### src/rtl/digit_serial_addsub_if.sv
// Request/result handshake bundle for the digit-serial adder/subtractor.
// The requester drives operands and done_ready; the datapath drives results.
interface digit_serial_addsub_if #(
    parameter int WIDTH = 16
);
    logic             start_valid;
    logic             start_ready;
    logic [WIDTH-1:0] a_in;
    logic [WIDTH-1:0] b_in;
    logic             sub;
    logic [WIDTH-1:0] sum_out;
    logic             cout;
    logic             ovf;
    logic             zero;
    logic             done_valid;
    logic             done_ready;

    modport master (
        output start_valid, a_in, b_in, sub, done_ready,
        input  start_ready, sum_out, cout, ovf, zero, done_valid
    );

    modport slave (
        input  start_valid, a_in, b_in, sub, done_ready,
        output start_ready, sum_out, cout, ovf, zero, done_valid
    );
endinterface

### src/rtl/digit_serial_addsub.sv
// Digit-serial add/subtract: DIGIT bits per clock through a full-adder ripple,
// digit carry kept in a register, NDIG = WIDTH/DIGIT cycles per operation.
module full_adder (
    input  logic a,
    input  logic b,
    input  logic ci,
    output logic s,
    output logic co
);
    assign s  = a ^ b ^ ci;
    assign co = (a & b) | (ci & (a ^ b));
endmodule

module digit_serial_addsub #(
    parameter int WIDTH = 16,
    parameter int DIGIT = 4
) (
    input  logic                 clk,
    input  logic                 rst,
    digit_serial_addsub_if.slave bus
);
    localparam int NDIG = (DIGIT < 1) ? 1 : WIDTH / DIGIT;
    localparam int CW   = (NDIG > 1) ? $clog2(NDIG) : 1;

    generate
        if ((DIGIT < 1) || (WIDTH % DIGIT != 0)) begin : g_bad_param
            $error("digit_serial_addsub: WIDTH must be a positive multiple of DIGIT");
        end
    endgenerate

    typedef enum logic [1:0] {IDLE, RUN, DONE} state_t;

    state_t            state, state_nxt;
    logic [WIDTH-1:0]  a_r, b_r, sum_r;
    logic              carry;
    logic [CW-1:0]     cnt;
    logic              cout_r, ovf_r, zero_r;
    logic              start_ready, done_valid;

    logic [DIGIT:0]       c;
    logic [DIGIT-1:0]     s;
    logic [WIDTH+DIGIT-1:0] cat;
    logic [WIDTH-1:0]     sum_shift;
    logic                 last, accept;

    assign c[0] = carry;

    generate
        for (genvar i = 0; i < DIGIT; i++) begin : g_fa
            full_adder u_fa (
                .a  (a_r[i]),
                .b  (b_r[i]),
                .ci (c[i]),
                .s  (s[i]),
                .co (c[i+1])
            );
        end
    endgenerate

    // New digit enters at the MSB end; after NDIG shifts the result is aligned.
    assign cat       = {s, sum_r};
    assign sum_shift = cat[WIDTH+DIGIT-1:DIGIT];
    assign last      = (cnt == CW'(NDIG - 1));
    assign accept    = bus.start_valid && start_ready;

    always_ff @(posedge clk) begin
        if (rst) state <= IDLE;
        else     state <= state_nxt;
    end

    always_comb begin
        state_nxt   = state;
        start_ready = 1'b0;
        done_valid  = 1'b0;
        case (state)
            IDLE: begin
                start_ready = 1'b1;
                if (bus.start_valid) state_nxt = RUN;
            end
            RUN: begin
                if (last) state_nxt = DONE;
            end
            DONE: begin
                done_valid = 1'b1;
                if (bus.done_ready) state_nxt = IDLE;
            end
            default: state_nxt = IDLE;
        endcase
    end

    always_ff @(posedge clk) begin
        if (rst) begin
            a_r    <= '0;
            b_r    <= '0;
            sum_r  <= '0;
            carry  <= 1'b0;
            cnt    <= '0;
            cout_r <= 1'b0;
            ovf_r  <= 1'b0;
            zero_r <= 1'b0;
        end else begin
            case (state)
                IDLE: begin
                    if (accept) begin
                        a_r   <= bus.a_in;
                        b_r   <= bus.b_in ^ {WIDTH{bus.sub}};
                        carry <= bus.sub;
                        cnt   <= '0;
                    end
                end
                RUN: begin
                    a_r   <= a_r >> DIGIT;
                    b_r   <= b_r >> DIGIT;
                    sum_r <= sum_shift;
                    carry <= c[DIGIT];
                    if (last) begin
                        cout_r <= c[DIGIT];
                        // c[DIGIT-1] is the carry into the MSB on the final digit
                        ovf_r  <= c[DIGIT] ^ c[DIGIT-1];
                        zero_r <= (sum_shift == '0);
                    end else begin
                        cnt <= cnt + 1'b1;
                    end
                end
                default: ;
            endcase
        end
    end

    assign bus.start_ready = start_ready;
    assign bus.done_valid  = done_valid;
    assign bus.sum_out     = sum_r;
    assign bus.cout        = cout_r;
    assign bus.ovf         = ovf_r;
    assign bus.zero        = zero_r;
endmodule

### src/flat_wrapper.sv
// flat-port wrapper written by rule: the top's interface ports become plain ports
module digit_serial_addsub_flat 
#(
    parameter int WIDTH = 16,
    parameter int DIGIT = 4
)
  (clk, rst, bus_start_valid, bus_a_in, bus_b_in, bus_sub, bus_done_ready, bus_start_ready, bus_sum_out, bus_cout, bus_ovf, bus_zero, bus_done_valid);
  digit_serial_addsub_if #(.WIDTH(WIDTH)) bus_i ();
  input  logic clk;
  input  logic rst;
  input wire logic [$bits(bus_i.start_valid)-1:0] bus_start_valid;
  input wire logic [$bits(bus_i.a_in)-1:0] bus_a_in;
  input wire logic [$bits(bus_i.b_in)-1:0] bus_b_in;
  input wire logic [$bits(bus_i.sub)-1:0] bus_sub;
  input wire logic [$bits(bus_i.done_ready)-1:0] bus_done_ready;
  output wire logic [$bits(bus_i.start_ready)-1:0] bus_start_ready;
  output wire logic [$bits(bus_i.sum_out)-1:0] bus_sum_out;
  output wire logic [$bits(bus_i.cout)-1:0] bus_cout;
  output wire logic [$bits(bus_i.ovf)-1:0] bus_ovf;
  output wire logic [$bits(bus_i.zero)-1:0] bus_zero;
  output wire logic [$bits(bus_i.done_valid)-1:0] bus_done_valid;
  assign bus_i.start_valid = bus_start_valid;
  assign bus_i.a_in = bus_a_in;
  assign bus_i.b_in = bus_b_in;
  assign bus_i.sub = bus_sub;
  assign bus_i.done_ready = bus_done_ready;
  assign bus_start_ready = bus_i.start_ready;
  assign bus_sum_out = bus_i.sum_out;
  assign bus_cout = bus_i.cout;
  assign bus_ovf = bus_i.ovf;
  assign bus_zero = bus_i.zero;
  assign bus_done_valid = bus_i.done_valid;
  digit_serial_addsub #(.WIDTH(WIDTH), .DIGIT(DIGIT)) u_core (.clk(clk), .rst(rst), .bus(bus_i));
endmodule
### config.mk
export PLATFORM = sky130hd
export DESIGN_NAME = digit_serial_addsub_flat
export DESIGN_NICKNAME = d
export VERILOG_FILES = /design/src/rtl/digit_serial_addsub_if.sv /design/src/rtl/digit_serial_addsub.sv /design/src/flat_wrapper.sv
export SDC_FILE = /design/constraint.sdc
export NUM_CORES = 1
export LEC_CHECK = 0
export BUFFER_PORTS_ARGS = -buffer_cell sky130_fd_sc_hd__buf_2
export CAP_MARGIN = 20
export CORE_ASPECT_RATIO = 1.75
export CORE_MARGIN = 3
export CORE_UTILIZATION = 46
export CTS_CLUSTER_SIZE = 20
export DETAILED_ROUTE_END_ITERATION = 10
export GPL_TIMING_DRIVEN = 0
export PLACE_DENSITY_LB_ADDON = 0.05
export SLEW_MARGIN = 20
export SYNTH_ARGS = -nofsm -noshare
export SYNTH_HDL_FRONTEND = slang
export SYNTH_SLANG_ARGS = --single-unit
### constraint.sdc
create_clock -name clk -period 3.7 [get_ports clk]
set_input_delay 0.74 -clock clk [delete_from_list [all_inputs] [get_ports clk]]
set_output_delay 0.74 -clock clk [all_outputs]
set_load 0.01 [all_outputs]
# [Word-level counts from Yosys, hierarchy flattened]
# Index checks and enable logic that the tools add are counted.
[totals] mem_bits_ro=0 mem_bits_rw=0 n_memories=0 elab_cells=63 input_bits=37 latchBits=0 output_inout_bits=21 register_bits=56
[classes] eq_ne=8 n_bitwise=22 n_shift=0 magnitude_cmp=0 mux=15 add_sub_neg=1 div_mod_pow=0 n_mul=0 n_reduce_logical=8
[ops] cell="16-bit case mux with 2 select lines" n=2
[ops] cell="16-bit 2-to-1 mux" n=2
[ops] cell="16-bit zero test" n=1
[ops] cell="16-bit bitwise XOR" n=1
[ops] cell="2-bit 2-to-1 mux" n=5
[ops] cell="1-bit bitwise XOR" n=9
[ops] cell="1-bit AND" n=8
[ops] cell="2-bit != test (second input constant)" n=3
[ops] cell="2-bit case mux with 3 select lines" n=1
[ops] cell="3-bit AND reduction" n=2
[ops] cell="2-bit == test (second input constant)" n=2
[ops] cell="2-bit by 1-bit != test with 1-bit output (second input constant)" n=2
[ops] cell="1-bit bitwise OR" n=4
[ops] cell="2-bit case mux with 2 select lines" n=1
[ops] cell="2-bit AND reduction" n=2
[ops] cell="1-bit 2-to-1 mux" n=3
[ops] cell="2-bit by 1-bit adder with 2-bit output (second input constant)" n=1
[ops] cell="2-bit by 1-bit == test with 1-bit output (second input constant)" n=1
[ops] cell="2-bit zero test" n=1
[ops] cell="1-bit case mux with 2 select lines" n=1
[ops] cell="2-bit nonzero test" n=1
[ops] cell="1-bit logical AND" n=1

# [Longest topological paths before layout]
[logic_depth] ltp_word=10 depth_mapped=10 depth_no_buf=10

# [Hierarchy]
# From an unflattened synthesis, not the netlist that was laid out.
[hier_totals] hier_cells=301 area_unflattened_um2=2595.0
[by_module_without_submodules] mod="digit_serial_addsub" area_each_um2=2514.9 instances=1 cells_per_inst=297
[by_module_without_submodules] mod="full_adder" area_each_um2=20.0 instances=4 cells_per_inst=1

# [Worst setup path before layout]
# No wires, ideal clock.
[synth_path] path_type="flip-flop to flip-flop" from="reg u_core.a_r[0]" to="reg u_core.zero_r, in the netlist u_core.bus.zero" synth_period_minus_slack_ns=2.237 path_slack_ns=1.463 stages_incl_launch_ff=11 arrival_ns=2.168 path_buffers=0 path_cell_list="dfxtp_1 -> inv_1 -> fa_1 -> inv_1 -> fa_1 -> fa_1 -> inv_1 -> fa_1 -> nand2_1 -> or3_1 -> o21ai_1"
[synth_via] elab_chain_len=9
[synth_rtl] element="from (decl)" line="digit_serial_addsub.sv:34" rtl="logic [WIDTH-1:0] a_r, b_r, sum_r;"
[synth_rtl] element="from (signal assigned)" line="digit_serial_addsub.sv:105" rtl="a_r <= bus.a_in;"
[synth_rtl] element="from (signal assigned)" line="digit_serial_addsub.sv:112" rtl="a_r <= a_r >> DIGIT;"
[synth_rtl] element="1-bit bitwise XOR" line="digit_serial_addsub.sv:10, digit_serial_addsub.sv:11"
[synth_rtl] element="1-bit AND" line="digit_serial_addsub.sv:11" rtl="assign co = (a & b) | (ci & (a ^ b));"
[synth_rtl] element="1-bit bitwise OR" line="digit_serial_addsub.sv:11"
[synth_rtl] element="1-bit AND" line="digit_serial_addsub.sv:11"
[synth_rtl] element="1-bit bitwise OR" line="digit_serial_addsub.sv:11"
[synth_rtl] element="1-bit AND" line="digit_serial_addsub.sv:11"
[synth_rtl] element="1-bit bitwise OR" line="digit_serial_addsub.sv:11"
[synth_rtl] element="1-bit bitwise XOR" line="digit_serial_addsub.sv:10" rtl="assign s = a ^ b ^ ci;"
[synth_rtl] element="16-bit zero test (*)" line="digit_serial_addsub.sv:120" rtl="zero_r <= (sum_shift == '0);"
[synth_rtl] element="to (signal assigned)" line="digit_serial_addsub.sv:120"
[synth_rtl] element="to (decl)" line="digit_serial_addsub.sv:37" rtl="logic cout_r, ovf_r, zero_r;"
# Every way passes the cells marked *; elsewhere a longest branch is shown, timed or not.
# A chain may end at the register's enable or synchronous reset.

# [Final worst setup path]
# Ends and elaborated chain as after synthesis.

==> flow_summary.html <==
<table>
<tr><th>Metric</th><th>Value</th></tr>
<tr><th colspan="2">Status</th></tr>
<tr><td>Run status</td><td>complete, no violations</td></tr>
<tr><th colspan="2">Timing</th></tr>
<tr><td>Total of endpoints with negative setup slack in the final report</td><td>0</td></tr>
<tr><td>Worst relative slew slack</td><td>53.9%</td></tr>
<tr><td>Final min period</td><td>2.40 ns</td></tr>
<tr><td>Maximum clock frequency</td><td>416 MHz</td></tr>
<tr><td>Slew Viols, Final</td><td>0</td></tr>
<tr><td>Sum of negative setup slack</td><td>0 ns</td></tr>
<tr><td>Slew at the pin closest to its max-slew limit</td><td>0.690 ns</td></tr>
<tr><td>Worst clock skew</td><td>0.00336 ns</td></tr>
<tr><td>Ratio of final minimum period to clock period</td><td>64.9%</td></tr>
<tr><td>RSZ-0062 raised after global routing</td><td>no</td></tr>
<tr><td>Setup slack of the critical path after layout</td><td>1.30 ns</td></tr>
<tr><td>Hold Vio Cnt, Final</td><td>0</td></tr>
<tr><th colspan="2">Global route</th></tr>
<tr><td>Number of global-route vias before repair</td><td>2314</td></tr>
<tr><td>Antenna violations before repair</td><td>0</td></tr>
<tr><td>Met1 Resource Use GR</td><td>22.8%</td></tr>
<tr><td>Global-route wire length before repair</td><td>11100 µm</td></tr>
<tr><td>Total track usage</td><td>20.3%</td></tr>
<tr><td>Global route hottest layer</td><td>met2</td></tr>
<tr><td>Met2 usage</td><td>38.1%</td></tr>
<tr><td>Maximum number of pins on one net before global-route repair</td><td>16</td></tr>
<tr><td>Global-route met3 utilization</td><td>3.03%</td></tr>
<tr><td>GRT Residual Overflow</td><td>0</td></tr>
<tr><th colspan="2">Placed design</th></tr>
<tr><td>Port buffer count</td><td>55</td></tr>
<tr><td>Worst Setup Slack post-DPL</td><td>1.31 ns</td></tr>
<tr><td>Final estimated routing congestion in global placement</td><td>0.770</td></tr>
<tr><td>HPWL after DPL</td><td>4920 µm</td></tr>
<tr><th colspan="2">Cells and area</th></tr>
<tr><td>Synthesis-to-finish area growth</td><td>17.0%</td></tr>
<tr><td>Net total in the final layout</td><td>409</td></tr>
<tr><td>Share of cells above drive strength 1</td><td>25.5%</td></tr>
<tr><td>Final core utilization</td><td>56.2%</td></tr>
<tr><td>Count of fill cells added during filler insertion</td><td>558</td></tr>
<tr><td>Diodes inserted</td><td>0</td></tr>
<tr><th colspan="2">Clocking</th></tr>
<tr><td>Number of post-CTS setup repair buffers</td><td>0</td></tr>
<tr><td>H-Tree Depth</td><td>2</td></tr>
<tr><td>Resize count post-CTS</td><td>0</td></tr>
<tr><td>CTS clk-pin slew, worst paths</td><td>0.10 ns</td></tr>
<tr><td>CTS tree</td><td>yes</td></tr>
<tr><td>CTS Root Buffer Type</td><td>sky130_fd_sc_hd__clkbuf_8</td></tr>
<tr><td>Deepest clock path buffer count</td><td>2</td></tr>
<tr><td>Post-cts hold buffer count</td><td>0</td></tr>
<tr><td>CTS buffer count</td><td>5</td></tr>
<tr><td>Clock network latency to the later pin of the worst-skew pair</td><td>0.31 ns</td></tr>
<tr><td>Sink Count</td><td>56</td></tr>
<tr><th colspan="2">Synth</th></tr>
<tr><td>Most instantiated cells after synthesis</td><td>sky130_fd_sc_hd__nand2_1, sky130_fd_sc_hd__dfxtp_1, sky130_fd_sc_hd__a21oi_1</td></tr>
<tr><td>Cell types occupying the most area after synthesis</td><td>sky130_fd_sc_hd__dfxtp_1, sky130_fd_sc_hd__nand2_1, sky130_fd_sc_hd__a311oi_2</td></tr>
<tr><td>Post-synth EDFFs</td><td>0</td></tr>
<tr><td>Main flop type after synthesis</td><td>sky130_fd_sc_hd__dfxtp_1</td></tr>
<tr><td>Flip-flop and latch count after synthesis</td><td>56</td></tr>
<tr><td>Avg Cell Area, Syn</td><td>8.86 µm²</td></tr>
<tr><td>Share of synthesized flip-flops with an asynchronous set or reset</td><td>0%</td></tr>
<tr><td>Sequential share of the synthesized area</td><td>41.5%</td></tr>
<tr><td>Number of nets produced by synthesis</td><td>347</td></tr>
<tr><td>Synthesized area</td><td>0.00270 mm²</td></tr>
<tr><td>Synth warnings</td><td>0</td></tr>
<tr><td>Mapped Cells</td><td>305</td></tr>
<tr><td>Library cell occupying the most area in the post-synthesis netlist</td><td>sky130_fd_sc_hd__dfxtp_1</td></tr>
<tr><td>Library cells used by synthesis</td><td>37</td></tr>
<tr><td>Most common cell in the netlist</td><td>sky130_fd_sc_hd__nand2_1</td></tr>
<tr><td>Fraction of synthesized cell area taken by the top area cell type</td><td>41.5%</td></tr>
<tr><th colspan="2">Critical path</th></tr>
<tr><td>Worst R2R Setup Slack</td><td>1.30 ns</td></tr>
<tr><td>Largest fanout on the critical path</td><td>2</td></tr>
<tr><td>Slowest cell on the critical path</td><td>sky130_fd_sc_hd__fa_1</td></tr>
<tr><td>Worst R2R Path Depth</td><td>10</td></tr>
<tr><td>Most frequent cell on the critical path</td><td>sky130_fd_sc_hd__fa_1</td></tr>
<tr><td>Endpoint arrival time on the critical path</td><td>2.65 ns</td></tr>
<tr><td>Critical path endpoint</td><td>u_core.bus.zero</td></tr>
<tr><td>Setup crit start kind</td><td>flop</td></tr>
<tr><td>Cell breakdown of the critical path</td><td>inv_1 -&gt; fa_1 -&gt; inv_1 -&gt; fa_1 -&gt; fa_1 -&gt; inv_1 -&gt; fa_1 -&gt; nand2_1 -&gt; or3_1 -&gt; o21ai_1</td></tr>
<tr><td>Launching element of the worst setup path</td><td>u_core.a_r[0]</td></tr>
<tr><td>Worst flop-to-flop path startpoint</td><td>u_core.a_r[0]</td></tr>
<tr><td>Endpoint required time on the critical path</td><td>3.95 ns</td></tr>
<tr><td>CP Capture Type</td><td>flop</td></tr>
<tr><td>Destination of the worst register-to-register timing path</td><td>u_core.bus.zero</td></tr>
<tr><td>Longest individual stage delay on the worst path</td><td>0.50 ns</td></tr>
<tr><td>Category of the most critical setup path</td><td>reg2reg</td></tr>
<tr><th colspan="2">Die</th></tr>
<tr><td>Die area</td><td>0.00687 mm²</td></tr>
<tr><td>Placeable core area</td><td>0.00563 mm²</td></tr>
<tr><td>Number of I/O pins</td><td>58</td></tr>
<tr><td>Count of standard-cell rows</td><td>36</td></tr>
<tr><td>Chip width</td><td>63.9 µm</td></tr>
<tr><td>Chip Height</td><td>107 µm</td></tr>
<tr><td>Starting utilization of the core area</td><td>48.0%</td></tr>
<tr><th colspan="2">Detailed routing</th></tr>
<tr><td>Post-detailed-route DRC marker count</td><td>0</td></tr>
<tr><td>Detailed-router iteration count before antenna repair</td><td>4</td></tr>
<tr><td>DR WL/cell</td><td>14.5 µm</td></tr>
<tr><td>Count of antenna-violating nets left after detailed routing</td><td>0</td></tr>
<tr><td>WL final</td><td>6450 µm</td></tr>
<tr><td>Vias per cell</td><td>5.18</td></tr>
<tr><td>Vias</td><td>2300</td></tr>
<tr><td>Initial DRC count</td><td>128</td></tr>
<tr><th colspan="2">Power</th></tr>
<tr><td>Combinational power share</td><td>18.7%</td></tr>
<tr><td>Peak VDD IR</td><td>0.000261 V</td></tr>
<tr><td>Total internal power</td><td>0.899 mW</td></tr>
<tr><td>Flop pwr share</td><td>53.3%</td></tr>
<tr><td>Leakage power figure</td><td>1.29 nW</td></tr>
<tr><td>Post-layout power</td><td>1.25 mW</td></tr>
<tr><td>Pwr Density</td><td>396 mW/mm²</td></tr>
<tr><td>Power spent charging and discharging nets</td><td>0.353 mW</td></tr>
<tr><td>Power share of the clock group</td><td>28.0%</td></tr>
<tr><td>Switching power share of the total</td><td>28.2%</td></tr>
<tr><th colspan="2">Hold path</th></tr>
<tr><td>Tightest Hold Check Type</td><td>reg2reg</td></tr>
<tr><td>Hold path startpoint</td><td>u_core.bus.sum_out[3]</td></tr>
<tr><th colspan="2">Flow run</th></tr>
<tr><td>MaxCap Viol Count</td><td>0</td></tr>
</table>
==> worst max-delay path: cells and delay by family (launching register included) <==
kind	cells	cell delay, ns
AO/OA/AOI/OAI	1	0.13
adder cells (fa/ha/maj)	4	1.30
buffers and inverters	3	0.21
flip-flops	1	0.34
AND/OR/NAND/NOR	2	0.36
==> through the flow <==
stage	hold WS, ns	instances	instance area, µm²
after floorplan	0.432	305	2700
after global placement	0.438	436	3070
after detailed placement	0.446	436	3070
after CTS	0.460	444	3160
after global routing	0.477	444	3160
final	0.454	444	3160
==> worst min path at each step <==
| stage | cells after the start | slack (ns) | endpoint |
|---|---|---|---|
| 5_1_grt | 2 | 0.48 | u_core.bus.ovf |
| 4_1_cts | 2 | 0.46 | u_core.bus.sum_out[3] |
| 3_5_place_dp | 2 | 0.45 | u_core.bus.sum_out[3] |
| 3_3_place_gp | 2 | 0.44 | u_core.carry |
| 6_report | 2 | 0.45 | u_core.bus.sum_out[3] |
| 2_1_floorplan | 2 | 0.43 | u_core.carry |
==> cell type report <==
class                      instances  area, µm²  area share (%)
inverter                           8       30.0           0.949
sequential                        56       1120            35.4
clock buffer                       8       90.1            2.85
buffer                            27        185            5.85
multi-input combinational        214       1370            43.2
tap                               76       95.1            3.01
timing repair buffer              55        275            8.70
==> state kept, by name (all words and copies together) (netlist names) <==
name,count
u_core.carry,1
u_core.a_r,16
u_core.bus.zero,1
u_core.b_r,16
u_core.bus.cout,1
u_core.cnt,2
u_core.state,2
u_core.bus.ovf,1
u_core.bus.sum_out,16
==> power groups by stage <==
stage | sequential (mW) | combinational (mW) | clock (mW)
floorplan | 0.677 | 0.166 | 0
global placement | 0.681 | 0.234 | 0
global route | 0.673 | 0.263 | 0.376
finish | 0.668 | 0.234 | 0.350
CTS | 0.668 | 0.237 | 0.355
detailed placement | 0.682 | 0.236 | 0
==> cells by family after synthesis <==
group | after synthesis | synth area share (%)
xor gates and xnor gates | 17 | 5.51
DFF | 56 | 41.5
buffers and inverters | 35 | 7.96
and+or+nand+nor | 114 | 19.1
adders and majority gates | 5 | 3.43
AOI/OAI and AO/OA | 78 | 22.5
==> cells in the final DEF (no fill, tap or decap), types with 5 or more instances in the layout <==
| master | netlist | layout |
|---|---|---|
| sky130_fd_sc_hd__buf_4 | 6 | 6 |
| sky130_fd_sc_hd__clkbuf_1 | 7 | 9 |
| sky130_fd_sc_hd__nand3_1 | 5 | 5 |
| sky130_fd_sc_hd__dfxtp_1 | 56 | 56 |
| sky130_fd_sc_hd__buf_6 | 7 | 7 |
| sky130_fd_sc_hd__nand3b_1 | 7 | 7 |
| sky130_fd_sc_hd__clkbuf_8 | 0 | 6 |
| sky130_fd_sc_hd__buf_2 | 7 | 62 |
| sky130_fd_sc_hd__a22oi_1 | 12 | 12 |
| sky130_fd_sc_hd__xor2_1 | 16 | 16 |
| sky130_fd_sc_hd__a311oi_2 | 10 | 10 |
| sky130_fd_sc_hd__o2bb2ai_1 | 12 | 12 |
| sky130_fd_sc_hd__nand2b_1 | 6 | 6 |
| sky130_fd_sc_hd__inv_1 | 8 | 8 |
| sky130_fd_sc_hd__nand2_1 | 65 | 65 |
| sky130_fd_sc_hd__nor2_1 | 18 | 18 |
| sky130_fd_sc_hd__a21oi_1 | 29 | 29 |
==> metal layers <==
| layer | wire [µm] | share of wire, % | vias to the layer above |
|---|---|---|---|
| li1 | - | - | 1169 |
| met1 | 2490 | 39 | 1071 |
| met2 | 3580 | 55 | 51 |
| met3 | 263 | 4.1 | 9 |
| met4 | 117 | 1.8 | 0 |
| met5 | 0 | 0 | - |
(Power assumes the default switching activity.)
